File: src/rtl/lsu_pkg.sv
// Shared funct3 encodings, FSM state type and access-size helpers for the load/store unit.
package lsu_pkg;

   localparam logic [2:0] F3_B  = 3'd0;
   localparam logic [2:0] F3_H  = 3'd1;
   localparam logic [2:0] F3_W  = 3'd2;
   localparam logic [2:0] F3_BU = 3'd4;
   localparam logic [2:0] F3_HU = 3'd5;

   typedef enum logic [2:0] {
      S_IDLE  = 3'd0,
      S_ADDR  = 3'd1,
      S_READ  = 3'd2,
      S_WRITE = 3'd3,
      S_RESP  = 3'd4
   } state_e;

   function automatic logic f3_illegal(input logic store, input logic [2:0] f3);
      if (store) return !(f3 inside {F3_B, F3_H, F3_W});
      return !(f3 inside {F3_B, F3_H, F3_W, F3_BU, F3_HU});
   endfunction

   function automatic logic misaligned(input logic [2:0] f3, input logic [1:0] off);
      case (f3)
         F3_H, F3_HU: return off[0];
         F3_W:        return off != 2'd0;
         default:     return 1'b0;
      endcase
   endfunction

   // Byte offset actually used: halfwords drop bit 0, words always start at lane 0.
   function automatic logic [1:0] eff_off(input logic [2:0] f3, input logic [1:0] off);
      case (f3)
         F3_H, F3_HU: return {off[1], 1'b0};
         F3_W:        return 2'd0;
         default:     return off;
      endcase
   endfunction

endpackage

File: src/rtl/lsu_ctrl_if.sv
// Request/response handshake and data-memory port of the load/store control stage.
interface lsu_ctrl_if #(
   parameter int ADDR_W = 9
);
   logic              req_valid;
   logic              req_ready;
   logic              req_store;
   logic [2:0]        req_funct3;
   logic [31:0]       req_addr;
   logic [31:0]       req_wdata;
   logic              resp_valid;
   logic              resp_ready;
   logic [31:0]       resp_rdata;
   logic              resp_err;
   logic [ADDR_W-1:0] mem_addr;
   logic [3:0]        mem_we;
   logic              mem_rd;
   logic [31:0]       mem_wdata;
   logic [31:0]       mem_rdata;

   modport slave (
      input  req_valid, req_store, req_funct3, req_addr, req_wdata, resp_ready, mem_rdata,
      output req_ready, resp_valid, resp_rdata, resp_err, mem_addr, mem_we, mem_rd, mem_wdata
   );

   modport master (
      output req_valid, req_store, req_funct3, req_addr, req_wdata, resp_ready, mem_rdata,
      input  req_ready, resp_valid, resp_rdata, resp_err, mem_addr, mem_we, mem_rd, mem_wdata
   );
endinterface

File: src/rtl/lsu_align.sv
// Combinational store-lane alignment (request side) and load extract/extend (response side).
module lsu_align
   import lsu_pkg::*;
(
   input  logic [2:0]  st_funct3_i,
   input  logic [1:0]  st_off_i,
   input  logic [31:0] st_data_i,
   output logic [3:0]  st_we_o,
   output logic [31:0] st_data_o,
   input  logic [2:0]  ld_funct3_i,
   input  logic [1:0]  ld_off_i,
   input  logic [31:0] ld_rdata_i,
   output logic [31:0] ld_data_o
);
   logic [15:0] ld_shift;

   always_comb begin
      st_we_o   = 4'b1111;
      st_data_o = st_data_i;
      case (st_funct3_i)
         F3_B: begin
            st_we_o   = 4'b0001 << st_off_i;
            st_data_o = {4{st_data_i[7:0]}};
         end
         F3_H: begin
            st_we_o   = 4'b0011 << st_off_i;
            st_data_o = {2{st_data_i[15:0]}};
         end
         default: ;
      endcase
   end

   assign ld_shift = 16'(ld_rdata_i >> {ld_off_i, 3'b000});

   always_comb begin
      ld_data_o = ld_rdata_i;
      case (ld_funct3_i)
         F3_B:    ld_data_o = {{24{ld_shift[7]}}, ld_shift[7:0]};
         F3_BU:   ld_data_o = {24'd0, ld_shift[7:0]};
         F3_H:    ld_data_o = {{16{ld_shift[15]}}, ld_shift};
         F3_HU:   ld_data_o = {16'd0, ld_shift};
         default: ;
      endcase
   end

endmodule

File: src/rtl/lsu_ctrl.sv
// Load/store control: request capture, two-cycle memory read sequencing and response hold.
// Build option: define MISALIGN_TRAP_EN to trap misaligned halfword/word accesses instead of aligning them down.
module lsu_ctrl
   import lsu_pkg::*;
#(
   parameter int ADDR_W = 9
) (
   input  logic       clk,
   input  logic       rst,
   lsu_ctrl_if.slave  bus
);
   state_e            state_q, state_d;
   logic              accept;
   logic              req_err;
   logic [1:0]        req_off;
   logic [3:0]        st_we;
   logic [31:0]       st_data;
   logic [31:0]       ld_data;
   logic              store_q, err_q;
   logic [2:0]        funct3_q;
   logic [1:0]        off_q;
   logic [ADDR_W-1:0] addr_q;
   logic [3:0]        we_q;
   logic [31:0]       wdata_q;
   logic              unused_addr;

   assign unused_addr = ^bus.req_addr[31:ADDR_W+2];
   assign req_off     = eff_off(bus.req_funct3, bus.req_addr[1:0]);
`ifdef MISALIGN_TRAP_EN
   assign req_err = f3_illegal(bus.req_store, bus.req_funct3) |
                    misaligned(bus.req_funct3, bus.req_addr[1:0]);
`else
   assign req_err = f3_illegal(bus.req_store, bus.req_funct3);
`endif
   assign accept = (state_q == S_IDLE) && bus.req_valid;

   lsu_align u_align (
      .st_funct3_i (bus.req_funct3),
      .st_off_i    (req_off),
      .st_data_i   (bus.req_wdata),
      .st_we_o     (st_we),
      .st_data_o   (st_data),
      .ld_funct3_i (funct3_q),
      .ld_off_i    (off_q),
      .ld_rdata_i  (bus.mem_rdata),
      .ld_data_o   (ld_data)
   );

   always_ff @(posedge clk) begin
      if (rst) begin
         state_q <= S_IDLE;
         addr_q  <= '0;
         store_q <= 1'b0;
         err_q   <= 1'b0;
      end else begin
         state_q <= state_d;
         if (accept) begin
            addr_q  <= bus.req_addr[ADDR_W+1:2];
            store_q <= bus.req_store;
            err_q   <= req_err;
         end
      end
   end

   // Datapath capture is only observed after an accept, so it carries no reset.
   always_ff @(posedge clk) begin
      if (accept) begin
         funct3_q <= bus.req_funct3;
         off_q    <= req_off;
         we_q     <= st_we;
         wdata_q  <= st_data;
      end
   end

   always_comb begin
      state_d        = state_q;
      bus.req_ready  = 1'b0;
      bus.resp_valid = 1'b0;
      bus.resp_err   = 1'b0;
      bus.resp_rdata = '0;
      bus.mem_we     = '0;
      bus.mem_rd     = 1'b0;
      unique case (state_q)
         S_IDLE: begin
            bus.req_ready = 1'b1;
            if (bus.req_valid)
               state_d = req_err ? S_RESP : (bus.req_store ? S_WRITE : S_ADDR);
         end
         S_ADDR:  state_d = S_READ;
         S_READ: begin
            bus.mem_rd = 1'b1;
            state_d    = S_RESP;
         end
         S_WRITE: begin
            bus.mem_we = we_q;
            state_d    = S_RESP;
         end
         S_RESP: begin
            bus.resp_valid = 1'b1;
            bus.resp_err   = err_q;
            bus.resp_rdata = (store_q || err_q) ? 32'd0 : ld_data;
            if (bus.resp_ready) state_d = S_IDLE;
         end
         default: state_d = S_IDLE;
      endcase
   end

   assign bus.mem_addr  = addr_q;
   assign bus.mem_wdata = wdata_q;

endmodule

File: src/flat_wrapper.sv
// flat-port wrapper written by rule: the top's interface ports become plain ports
module lsu_ctrl_flat import lsu_pkg::*;
#(
   parameter int ADDR_W = 9
)
  (clk, rst, bus_req_valid, bus_req_store, bus_req_funct3, bus_req_addr, bus_req_wdata, bus_resp_ready, bus_mem_rdata, bus_req_ready, bus_resp_valid, bus_resp_rdata, bus_resp_err, bus_mem_addr, bus_mem_we, bus_mem_rd, bus_mem_wdata);
  lsu_ctrl_if #(.ADDR_W(ADDR_W)) bus_i ();
  input  logic clk;
  input  logic rst;
  input wire logic [$bits(bus_i.req_valid)-1:0] bus_req_valid;
  input wire logic [$bits(bus_i.req_store)-1:0] bus_req_store;
  input wire logic [$bits(bus_i.req_funct3)-1:0] bus_req_funct3;
  input wire logic [$bits(bus_i.req_addr)-1:0] bus_req_addr;
  input wire logic [$bits(bus_i.req_wdata)-1:0] bus_req_wdata;
  input wire logic [$bits(bus_i.resp_ready)-1:0] bus_resp_ready;
  input wire logic [$bits(bus_i.mem_rdata)-1:0] bus_mem_rdata;
  output wire logic [$bits(bus_i.req_ready)-1:0] bus_req_ready;
  output wire logic [$bits(bus_i.resp_valid)-1:0] bus_resp_valid;
  output wire logic [$bits(bus_i.resp_rdata)-1:0] bus_resp_rdata;
  output wire logic [$bits(bus_i.resp_err)-1:0] bus_resp_err;
  output wire logic [$bits(bus_i.mem_addr)-1:0] bus_mem_addr;
  output wire logic [$bits(bus_i.mem_we)-1:0] bus_mem_we;
  output wire logic [$bits(bus_i.mem_rd)-1:0] bus_mem_rd;
  output wire logic [$bits(bus_i.mem_wdata)-1:0] bus_mem_wdata;
  assign bus_i.req_valid = bus_req_valid;
  assign bus_i.req_store = bus_req_store;
  assign bus_i.req_funct3 = bus_req_funct3;
  assign bus_i.req_addr = bus_req_addr;
  assign bus_i.req_wdata = bus_req_wdata;
  assign bus_i.resp_ready = bus_resp_ready;
  assign bus_i.mem_rdata = bus_mem_rdata;
  assign bus_req_ready = bus_i.req_ready;
  assign bus_resp_valid = bus_i.resp_valid;
  assign bus_resp_rdata = bus_i.resp_rdata;
  assign bus_resp_err = bus_i.resp_err;
  assign bus_mem_addr = bus_i.mem_addr;
  assign bus_mem_we = bus_i.mem_we;
  assign bus_mem_rd = bus_i.mem_rd;
  assign bus_mem_wdata = bus_i.mem_wdata;
  lsu_ctrl #(.ADDR_W(ADDR_W)) u_core (.clk(clk), .rst(rst), .bus(bus_i));
endmodule
File: config.mk
export PLATFORM = sky130hd
export DESIGN_NAME = lsu_ctrl_flat
export DESIGN_NICKNAME = d
export VERILOG_FILES = /design/src/rtl/lsu_pkg.sv /design/src/rtl/lsu_ctrl_if.sv /design/src/rtl/lsu_align.sv /design/src/rtl/lsu_ctrl.sv /design/src/flat_wrapper.sv
export SDC_FILE = /design/constraint.sdc
export NUM_CORES = 1
export LEC_CHECK = 0
export ABC_AREA = 1
export BUFFER_PORTS_ARGS = -buffer_cell sky130_fd_sc_hd__buf_4
export CORE_MARGIN = 2
export CORE_UTILIZATION = 45
export CTS_BUF_LIST = sky130_fd_sc_hd__clkbuf_8
export DETAILED_ROUTE_END_ITERATION = 7
export PLACE_DENSITY = 0.92
export SLEW_MARGIN = 15
export SYNTH_ARGS = -nofsm -noshare
export SYNTH_HDL_FRONTEND = slang
export SYNTH_SLANG_ARGS = --single-unit
File: constraint.sdc
create_clock -name clk -period 2.5 [get_ports clk]
set_input_delay 0.5 -clock clk [delete_from_list [all_inputs] [get_ports clk]]
set_output_delay 0.5 -clock clk [all_outputs]
set_load 0.01 [all_outputs]
==> results.yml <==
status:
  run_status: "finished clean"
critical_path:
  cp_data_arrival_time_ps: 1900
  cp.required_ps: 2000
  timing_worst_setup_path_type: "reg2out"
  worst_setup_path_start_kind: "flip-flop"
  endpoint_kind: "output port"
  critical_path.max_fanout: 16
power:
  irDropWorstVdd_mv: 0.531
  power_density_mw_per_mm2: 534
  leakage_nw: 2.28
route:
  detail_route.wirelength.met1_um: 3450
  antenna_violating_nets_post_route: 0
  post_drt_wl_per_cell_um: 15.0
  drt_first_iter_violations: 157
  post_drt_via_cell_ratio: 5.15
  detail_route.drc_violations: 0
  met3_length_um: 1140
  vias: 3438
  postRouteWirelength_um: 9980
  drt_pass1_iterations: 5
  met2_wirelength_um: 5220
  routed.top_layer: "met4"
grt:
  grt_max_degree: 30
  number_of_antenna_violations_at_the_first_check_in_global_routing: 0
  globalRouteTotalUtil: 0.262
  gr-total-overflow: 0
  first_global_vias: 3302
  wire_length_of_the_first_global_routing_pass_um: 15600
die:
  floorplan.die_area_mm2: 0.00765
  initial_utilization: 0.464
  die-height_um: 87.5
  fp.coreArea_mm2: 0.00676
  chipWidth_um: 87.5
  placement_rows: 30
  design.portCount: 185
logic_synthesis:
  synth_seq_cells: 55
  syn_avg_cell_area_um2: 7.57
  synth_top_area_frac: 0.393
  synthesis.area_mm2: 0.00313
  yosysUniqueCellTypes: 26
  mappedNetlistNets: 518
  synthTopCellsByArea: "sky130_fd_sc_hd__edfxtp_1 39%, sky130_fd_sc_hd__nand2_1 16%, sky130_fd_sc_hd__dfxtp_1 8.9%"
  ys.warnings.count: 0
  syn_inst: 414
  yosysTopAreaCell: "sky130_fd_sc_hd__edfxtp_1"
  synth.yosys.seq_area_share: 0.482
finish:
  final_common_cell: "sky130_fd_sc_hd__buf_4"
  layout-drive-gt1-share: 0.354
  commonest_non_fill_non_tap_cells_in_the_layout: "182 x sky130_fd_sc_hd__buf_4, 132 x sky130_fd_sc_hd__nand2_1, 46 x sky130_fd_sc_hd__o21ai_0"
  final_area_mm2: 0.00465
  area_growth_pct: 48.3
  count_of_nets_after_finishing: 690
  antenna-diode-count: 0
sta:
  slew-limit-headroom: 0.732
  layout_worst_path_cycle_share: 0.958
  setup-violations-final: 0
  final_period_minus_worst_setup_slack_ps: 2400
  timing.clock.skew_ps: 9.83
  setup_repair_after_global_routing_missed_its_margin: "no"
  setup_tns_ps: 0
  achievable-frequency_ghz: 0.417
  final_hold_viol_count: 0
  tightest_slew_ps: 402
  timing_max_transition_violations_final: 0
run:
  max-cap-violations: 0
placed_design:
  detailed_place.area_mm2: 0.00443
  placement.io_buffers: 163
  post-dp-hpwl_um: 7480
  gp_congestion: 0.950
clock_tree:
  worst_skew_pair.late_latency_ps: 310
  tritoncts: "done"
  cts_buffers: 5
  clk_transition_reported_paths_ps: 100
  clockBufferDepth: 2
  hold_buffers: 0
  clock-root-buffer: "sky130_fd_sc_hd__clkbuf_8"
  clock_sinks: 55
  cts_htree_levels: 2
hold_path:
  holdCritPathClass: "in2reg"
==> cell families (layout without fill, tap and decap cells) <==
kind of cell | count (synthesis) | count (layout) | share of synthesized area
AND/OR/NAND/NOR | 207 | 207 | 0.284
flip-flops | 55 | 55 | 0.482
AO/OA/AOI/OAI | 91 | 91 | 0.151
buffers and inverters | 61 | 234 | 0.0830
==> routing by layer <==
metal	GRT usage	vias to the layer above
met1	0.290	1536
met2	0.477	188
li1	-	1700
met5	0	-
met3	0.0768	14
met4	0.0839	0
==> stage by stage <==
stage,instances,setup WS [ps],power [mW],hold slack (ps),util
2_1_floorplan,414,623,1.51,475,-
3_3_place_gp,647,299,1.84,448,0.655
3_5_place_dp,647,240,1.87,457,0.655
4_1_cts,658,43.0,2.46,376,0.678
5_1_grt,667,2.48,2.59,368,0.688
6_report,667,104,2.48,377,0.688
==> timing repair <==
item	in CTS	in global routing
resized for setup	2	1
endpoints found under the hold margin	0	0
setup buffers	3	9
pin swaps	1	2
endpoints found under the setup margin	16	17
==> area by class of cell <==
cell class,count,area (µm²)
Clock buffer,5,68.8
Clock inverter,3,42.5
Fill cell,519,2110
Inverter,43,169
Multi-Input combinational cell,298,1370
Sequential cell,55,1510
Tap cell,80,100
Timing Repair Buffer,183,1390
==> synth_stat cells (all sizes together) <==
master,number
nor2,47
o211ai,5
buf,13
nand2,136
o21ai,48
edfxtp,41
or2,2
inv,43
nand3,18
a21oi,38
clkbuf,5
nand3b,1
dfxtp,14
nor3,3
==> where the power goes <==
part / total (mW) / leakage (nW) / internal (mW) / switching, mW
sequential: 1.13 / 0.504 / 1.09 / 0.0407
combinational: 0.760 / 1.71 / 0.343 / 0.417
clock: 0.594 / 0.0599 / 0.299 / 0.294
total: 2.48 / 2.28 / 1.73 / 0.752
==> worst max-delay path, cell delays in order, from the launching register on <==
cell and delay, ps:
sky130_fd_sc_hd__edfxtp_1 520, sky130_fd_sc_hd__buf_4 200, sky130_fd_sc_hd__nand2_1 60, sky130_fd_sc_hd__nand3_1 130
sky130_fd_sc_hd__nand3_4 140, sky130_fd_sc_hd__nand2_4 60, sky130_fd_sc_hd__nor2_4 120, sky130_fd_sc_hd__buf_12 140
sky130_fd_sc_hd__nor2_1 50, sky130_fd_sc_hd__buf_4 150
==> state kept, by name, summed over array words and instances, names as in the netlist <==
name / cells
u_core.bus.mem_wdata: 32
u_core.we_q: 4
u_core.bus.mem_addr: 9
u_core.off_q: 2
u_core.err_q: 1
u_core.funct3_q: 3
u_core.state_q: 3
u_core.store_q: 1
==> final timing paths <==
path,endpoint,slack [ps],startpoint,cells past startpoint
max,bus_resp_rdata[18],100,u_core.off_q[0]$_DFFE_PP_,9
max reg2reg,u_core.bus.mem_addr[3]$_SDFFE_PP0P_,910,u_core.state_q[0]$_SDFFE_PP0P_,7
min,u_core.bus.mem_wdata[5]$_DFFE_PP_,380,bus_req_wdata[5],1
min reg2reg,u_core.bus.mem_addr[0]$_SDFFE_PP0P_,470,u_core.bus.mem_addr[0]$_SDFFE_PP0P_,2
(Power assumes the default switching activity.)
